===== src/rtl/checksum_decode.sv =====
// ---------------------------------------------------------------------------
// checksum_decode
//
// Recovers the data word from a coded word that was produced by multiplying
// the data by a sign-magnitude coefficient.  The coded word is made
// non-negative (two's complement undone when the coefficient is negative),
// then divided by the coefficient magnitude with an iterative restoring
// divider.  A non-zero remainder, a quotient that does not fit the output
// width, or a zero magnitude all flag a decode failure.
//
// Build option:
//   CHECKSUM_DECODE_RADIX4_EN  - when defined, the divider retires two
//                                quotient bits per cycle (accept to result
//                                19 cycles instead of 36).  Results are
//                                identical in both builds.
//
// Ports:
//   clk           - single clock, all logic on its rising edge
//   reset         - asynchronous active-low reset
//   in_data_vld   - coded word and coefficient are valid this cycle
//   in_data       - coded word (two's complement when coefficient negative)
//   polynomial    - sign-magnitude coefficient, MSB is the sign
//   in_rdy        - block is idle and will accept in_data_vld
//   out_data      - recovered data word, held between results
//   out_err       - decode failure flag, valid with out_data_vld
//   out_data_vld  - single-cycle result strobe
// ---------------------------------------------------------------------------
module checksum_decode #(
    parameter int IN_DATA_WIDTH  = 34,
    parameter int POLY_WIDTH     = 17,
    parameter int OUT_DATA_WIDTH = 17
) (
    input  logic                      clk,
    input  logic                      reset,
    input  logic                      in_data_vld,
    input  logic [IN_DATA_WIDTH-1:0]  in_data,
    input  logic [POLY_WIDTH-1:0]     polynomial,
    output logic                      in_rdy,
    output logic [OUT_DATA_WIDTH-1:0] out_data,
    output logic                      out_err,
    output logic                      out_data_vld
);

    localparam int MAG_WIDTH = POLY_WIDTH - 1;

`ifdef CHECKSUM_DECODE_RADIX4_EN
    localparam int BITS_PER_ITER = 2;
`else
    localparam int BITS_PER_ITER = 1;
`endif

    localparam logic [5:0] LAST_ITER = 6'(IN_DATA_WIDTH / BITS_PER_ITER - 1);

    typedef enum logic [1:0] {
        IDLE,
        LOAD,
        DIV,
        DONE
    } state_t;

    state_t                   state;
    logic [5:0]               iter_cnt;
    // Holds the dividend at first; quotient bits shift in at the bottom as
    // dividend bits shift out of the top, so it ends up as the quotient.
    logic [IN_DATA_WIDTH-1:0] quo_q;
    logic [MAG_WIDTH-1:0]     rem_q;
    logic [MAG_WIDTH-1:0]     divisor_q;
    logic                     sign_q;

    logic [MAG_WIDTH:0]       trial_a;
    logic                     bit_a;
    logic [MAG_WIDTH-1:0]     rem_a;
    logic [IN_DATA_WIDTH-1:0] quo_a;
`ifdef CHECKSUM_DECODE_RADIX4_EN
    logic [MAG_WIDTH:0]       trial_b;
    logic                     bit_b;
    logic [MAG_WIDTH-1:0]     rem_b;
    logic [IN_DATA_WIDTH-1:0] quo_b;
`endif
    logic [MAG_WIDTH-1:0]     rem_next;
    logic [IN_DATA_WIDTH-1:0] quo_next;

    assign in_rdy = (state == IDLE);

    // One restoring-division step: bring down the next dividend bit, and
    // subtract the divisor if it fits.  The radix-4 build chains a second
    // identical step behind the first in the same cycle.
    always_comb begin
        trial_a = {rem_q, quo_q[IN_DATA_WIDTH-1]};
        bit_a   = (trial_a >= {1'b0, divisor_q});
        rem_a   = bit_a ? MAG_WIDTH'(trial_a - {1'b0, divisor_q})
                        : trial_a[MAG_WIDTH-1:0];
        quo_a   = {quo_q[IN_DATA_WIDTH-2:0], bit_a};
`ifdef CHECKSUM_DECODE_RADIX4_EN
        trial_b  = {rem_a, quo_a[IN_DATA_WIDTH-1]};
        bit_b    = (trial_b >= {1'b0, divisor_q});
        rem_b    = bit_b ? MAG_WIDTH'(trial_b - {1'b0, divisor_q})
                         : trial_b[MAG_WIDTH-1:0];
        quo_b    = {quo_a[IN_DATA_WIDTH-2:0], bit_b};
        rem_next = rem_b;
        quo_next = quo_b;
`else
        rem_next = rem_a;
        quo_next = quo_a;
`endif
    end

    // Control FSM and datapath.  The result strobe is raised on the edge
    // that leaves DONE, so it is visible in the following IDLE cycle while
    // in_rdy is already high and a new word can be taken on the next edge.
    always_ff @(posedge clk or negedge reset) begin
        if (!reset) begin
            state        <= IDLE;
            iter_cnt     <= '0;
            quo_q        <= '0;
            rem_q        <= '0;
            divisor_q    <= '0;
            sign_q       <= 1'b0;
            out_data     <= '0;
            out_err      <= 1'b0;
            out_data_vld <= 1'b0;
        end else begin
            out_data_vld <= 1'b0;
            case (state)
                IDLE: begin
                    if (in_data_vld) begin
                        quo_q     <= in_data;
                        divisor_q <= polynomial[MAG_WIDTH-1:0];
                        sign_q    <= polynomial[POLY_WIDTH-1];
                        state     <= LOAD;
                    end
                end
                LOAD: begin
                    // Negating modulo 2^IN_DATA_WIDTH undoes the two's
                    // complement applied when the coefficient was negative.
                    if (sign_q) begin
                        quo_q <= -quo_q;
                    end
                    rem_q    <= '0;
                    iter_cnt <= '0;
                    state    <= (divisor_q != '0) ? DIV : DONE;
                end
                DIV: begin
                    quo_q    <= quo_next;
                    rem_q    <= rem_next;
                    iter_cnt <= iter_cnt + 6'd1;
                    if (iter_cnt == LAST_ITER) begin
                        state <= DONE;
                    end
                end
                DONE: begin
                    out_data_vld <= 1'b1;
                    if (divisor_q == '0) begin
                        out_data <= '0;
                        out_err  <= 1'b1;
                    end else begin
                        out_data <= quo_q[OUT_DATA_WIDTH-1:0];
                        out_err  <= (rem_q != '0) ||
                                    (|quo_q[IN_DATA_WIDTH-1:OUT_DATA_WIDTH]);
                    end
                    state <= IDLE;
                end
                default: state <= IDLE;
            endcase
        end
    end

endmodule


===== config.mk =====
export PLATFORM = sky130hd
export DESIGN_NAME = checksum_decode
export DESIGN_NICKNAME = d
export VERILOG_FILES = /design/src/rtl/checksum_decode.sv
export SDC_FILE = /design/constraint.sdc
export NUM_CORES = 1
export LEC_CHECK = 0
export ABC_AREA = 1
export CAP_MARGIN = 10
export CORE_AREA = 5 5 143 145
export CTS_CLUSTER_DIAMETER = 200
export CTS_CLUSTER_SIZE = 14
export DETAILED_ROUTE_END_ITERATION = 8
export DIE_AREA = 0 0 148 150
export PLACE_DENSITY = 0.52
export SLEW_MARGIN = 20
export SYNTH_ARGS = -nofsm -noshare
export SYNTH_HDL_FRONTEND = slang
export SYNTH_SLANG_ARGS = --single-unit
export TNS_END_PERCENT = 20

===== constraint.sdc =====
create_clock -name clk -period 1.95 [get_ports clk]
set_clock_uncertainty 0.2 [all_clocks]
set_input_delay 0.195 -clock clk [delete_from_list [all_inputs] [get_ports clk]]
set_output_delay 0.195 -clock clk [all_outputs]
set_load 0.01 [all_outputs]

==> run summary <==
top-count cell post-synth = nand2_1
leakage power = 4.55 nW
HPWL after detailed placement = 16.3 mm
CP Capture Type = register
Fmax achieved = 0.480 GHz
cell taking the most area after synthesis = dfrtp_1
CP bufs+invs = 2
Slowest-stage cell, CP = dfrtp_1
H-tree Lvls = 3
minimum hold slack = 209 ps
Fin Setup TNS = -1630 ps
most used cell, CP = nor2_4
GRT overflow = 0
area of the core = 19100 um2
drt pass-1 iters = 5
Hold Fails Final Rpt = 0
Routability Congestion = 0.903
final WL = 21.9 mm
Synth area leaders = dfrtp_1 36%, nand2_1 16%, inv_1 7.2%
nets@finish = 1227
die width = 148 um
DRC = 0
worst slew pin tran = 548 ps
synthesized cell area = 6510 um2
period utilisation layout = 107%
worst ir drop on vdd = 0.877 mV
Clk network pwr share = 12.5%
max cap viols = 0
Post-synth top cells = 274 x nand2_1, 125 x inv_1, 100 x nor2_1, 94 x dfrtp_1, 92 x nand3_1
CTS tree = yes
Initial DRC Count = 409
RSZ-0062 raised after global routing = yes
Comb power frac = 63.7%
run status = complete, but fails checks
failing checks = negative setup slack
CTS Buf Count = 9
IO Pins = 74
NetSw = 0.00670 W
synthesized flop and latch total = 94
die height = 150 um
Clock transition at path regs = 70 ps
EDFF count, synth = 0
layout cells sized above 1 = 26.5%
DR vias = 6891
sequential area share after synthesis = 36.1%
antenna cells = 0
clock tree sinks = 94
synth warn = 0
initial antenna violation count = 0
Starting Density = 34.1%
Post-Syn Nets = 1027
Skew-Pair Late Insertion Delay = 360 ps
Final Max Slew Viols = 0
Sw Share = 45.3%
Clock Path Buffers = 2
row count = 51
data required time at the worst endpoint = 2000 ps
post-synthesis average cell area = 6.86 um2
PortBufs = 73
total internal power = 0.00809 W
vias in the first global route = 6488
Detail Route Antenna Nets = 0
top_reg_cell synth = dfrtp_1
Area growth syn-to-layout = 45.6%
worst endpoint data arrival time = 2130 ps
Cell Pwr Density = 1560 nW/um2
Vias per Instance = 4.95
GRT Total Usage = 19.6%
Unique masters post-synth = 46
crit start category = register
min cycle time layout = 2080 ps
Worst Hold Class = input port to register
CP Cell Sequence = ha_4 > nand2_2 > inv_2 > nand2_4 > nor2_4 > nand2_2 > nor2_4 > nor2_4 > nand2_4 > buf_12 > nand2_1 > nand3_1 > nand2_1
Setup CP Type = register to register
relative slew slack = 63.5%
die area = 22200 um2
CTS root buf = clkbuf_16
Post-synth ARST share = 100%
CP max stage delay = 420 ps
sequential share of power = 23.8%
WL per Instance = 15.8 um
first-pass GRT wire length = 34.2 mm
largest delay contributor family on the critical path = simple AND/OR/NAND/NOR gates
CP max FO = 6
post-synth top area share = 36.1%
largest net degree at the start of global routing = 95
final setup fails = 18
setup ws final = -132 ps
Post-Synthesis Cells = 949
kinds of logic after synthesis:
logic type,after synthesis,synth area share (%)
compound gates,117,11.5
xor+xnor,7,0.941
fa+ha+maj,24,4.73
buf+inv,163,9.88
flops,94,36.1
mux,1,0.173
simple gates,543,36.7
power by group through the flow:
| stage | Sequential (W) | Combinational (W) | Clock, W |
|---|---|---|---|
| after global placement | 0.00347 | 0.00833 | 0 |
| final | 0.00353 | 0.00942 | 0.00185 |
| after floorplan | 0.00343 | 0.00445 | 0 |
| after global routing | 0.00363 | 0.0104 | 0.00195 |
| after CTS | 0.00346 | 0.00901 | 0.00188 |
| after detailed placement | 0.00348 | 0.00834 | 0 |
worst min-delay path: cells and delay by family:
family | cells | cell delay [ps]
AOI/OAI and AO/OA | 1 | 40
buffers and inverters | 1 | 390
and+or+nand+nor | 1 | 100
cells in the final DEF (no fill, tap or decap), drive strengths merged, types with 12 or more instances in the layout:
master / instances
nand3: 98
ha: 23
nand4: 20
nor2: 113
dfrtp: 94
inv: 131
nand2: 281
buf: 147
clkdlybuf4s50: 71
clkbuf: 12
nor3: 14
a221oi: 26
o21ai: 27
a22oi: 12
a21oi: 41
worst paths after layout:
check	from	endpoint	slack, ps	cells after the start
min in group asynchronous	reset	out_data[13]$_DFFE_PN0P_	240	3
max reg2reg	rem_q[3]$_DFFE_PN0N_	rem_q[9]$_DFFE_PN0N_	-130	13
max in group asynchronous	reset	rem_q[0]$_DFFE_PN0N_	870	3
max	rem_q[3]$_DFFE_PN0N_	rem_q[9]$_DFFE_PN0N_	-130	13
min reg2reg	out_data[5]$_DFFE_PN0P_	out_data[5]$_DFFE_PN0P_	280	2
min	polynomial[3]	divisor_q[3]$_DFFE_PN0P_	210	3
repair_timing:
action / CTS / global route
hold endpoints to repair: 94 / 0
buffers inserted: 3 / 1
pin swaps: 17 / 26
hold buffers: 1 / 0
cloned: 1 / 0
gates resized for setup: 62 / 72
setup endpoints to repair: 54 / 52
area by class of cell:
type | instances | area (um2)
Inverter | 132 | 497
Sequential cell | 94 | 2360
Fill cell | 1909 | 9600
Clock inverter | 3 | 43.8
Clock buffer | 12 | 246
Timing Repair Buffer | 220 | 1980
Multi-Input combinational cell | 692 | 4060
Tap cell | 238 | 298
stage by stage:
stage          util, %  total power, W  instances  instance area, um2  setup slack [ps]
3_5_place_dp      44.9          0.0118       1370                8560              -194
2_1_floorplan        -         0.00788        949                6520            0.0842
6_report          49.7          0.0148       1391                9480              -132
3_3_place_gp      44.9          0.0118       1370                8560              -167
5_1_grt           49.7          0.0160       1391                9480              -234
4_1_cts           48.3          0.0143       1390                9220             -77.9
sequential cells by signal, summed over array words and instances, names as in the netlist, 2 cells and up:
signal and cells:
out_data 17, divisor_q 16, state 2, quo_q 34, iter_cnt 6, rem_q 16
routing by layer:
layer | vias to the layer above | global-route usage [%] | routed length [um]
met5 | - | 0 | 0
met4 | 0 | 5.17 | 280
met3 | 20 | 2.42 | 1050
met2 | 175 | 32.8 | 10500
met1 | 3192 | 26.9 | 10100
li1 | 3504 | - | -
No activity file was read; power rests on OpenSTA's default activity.
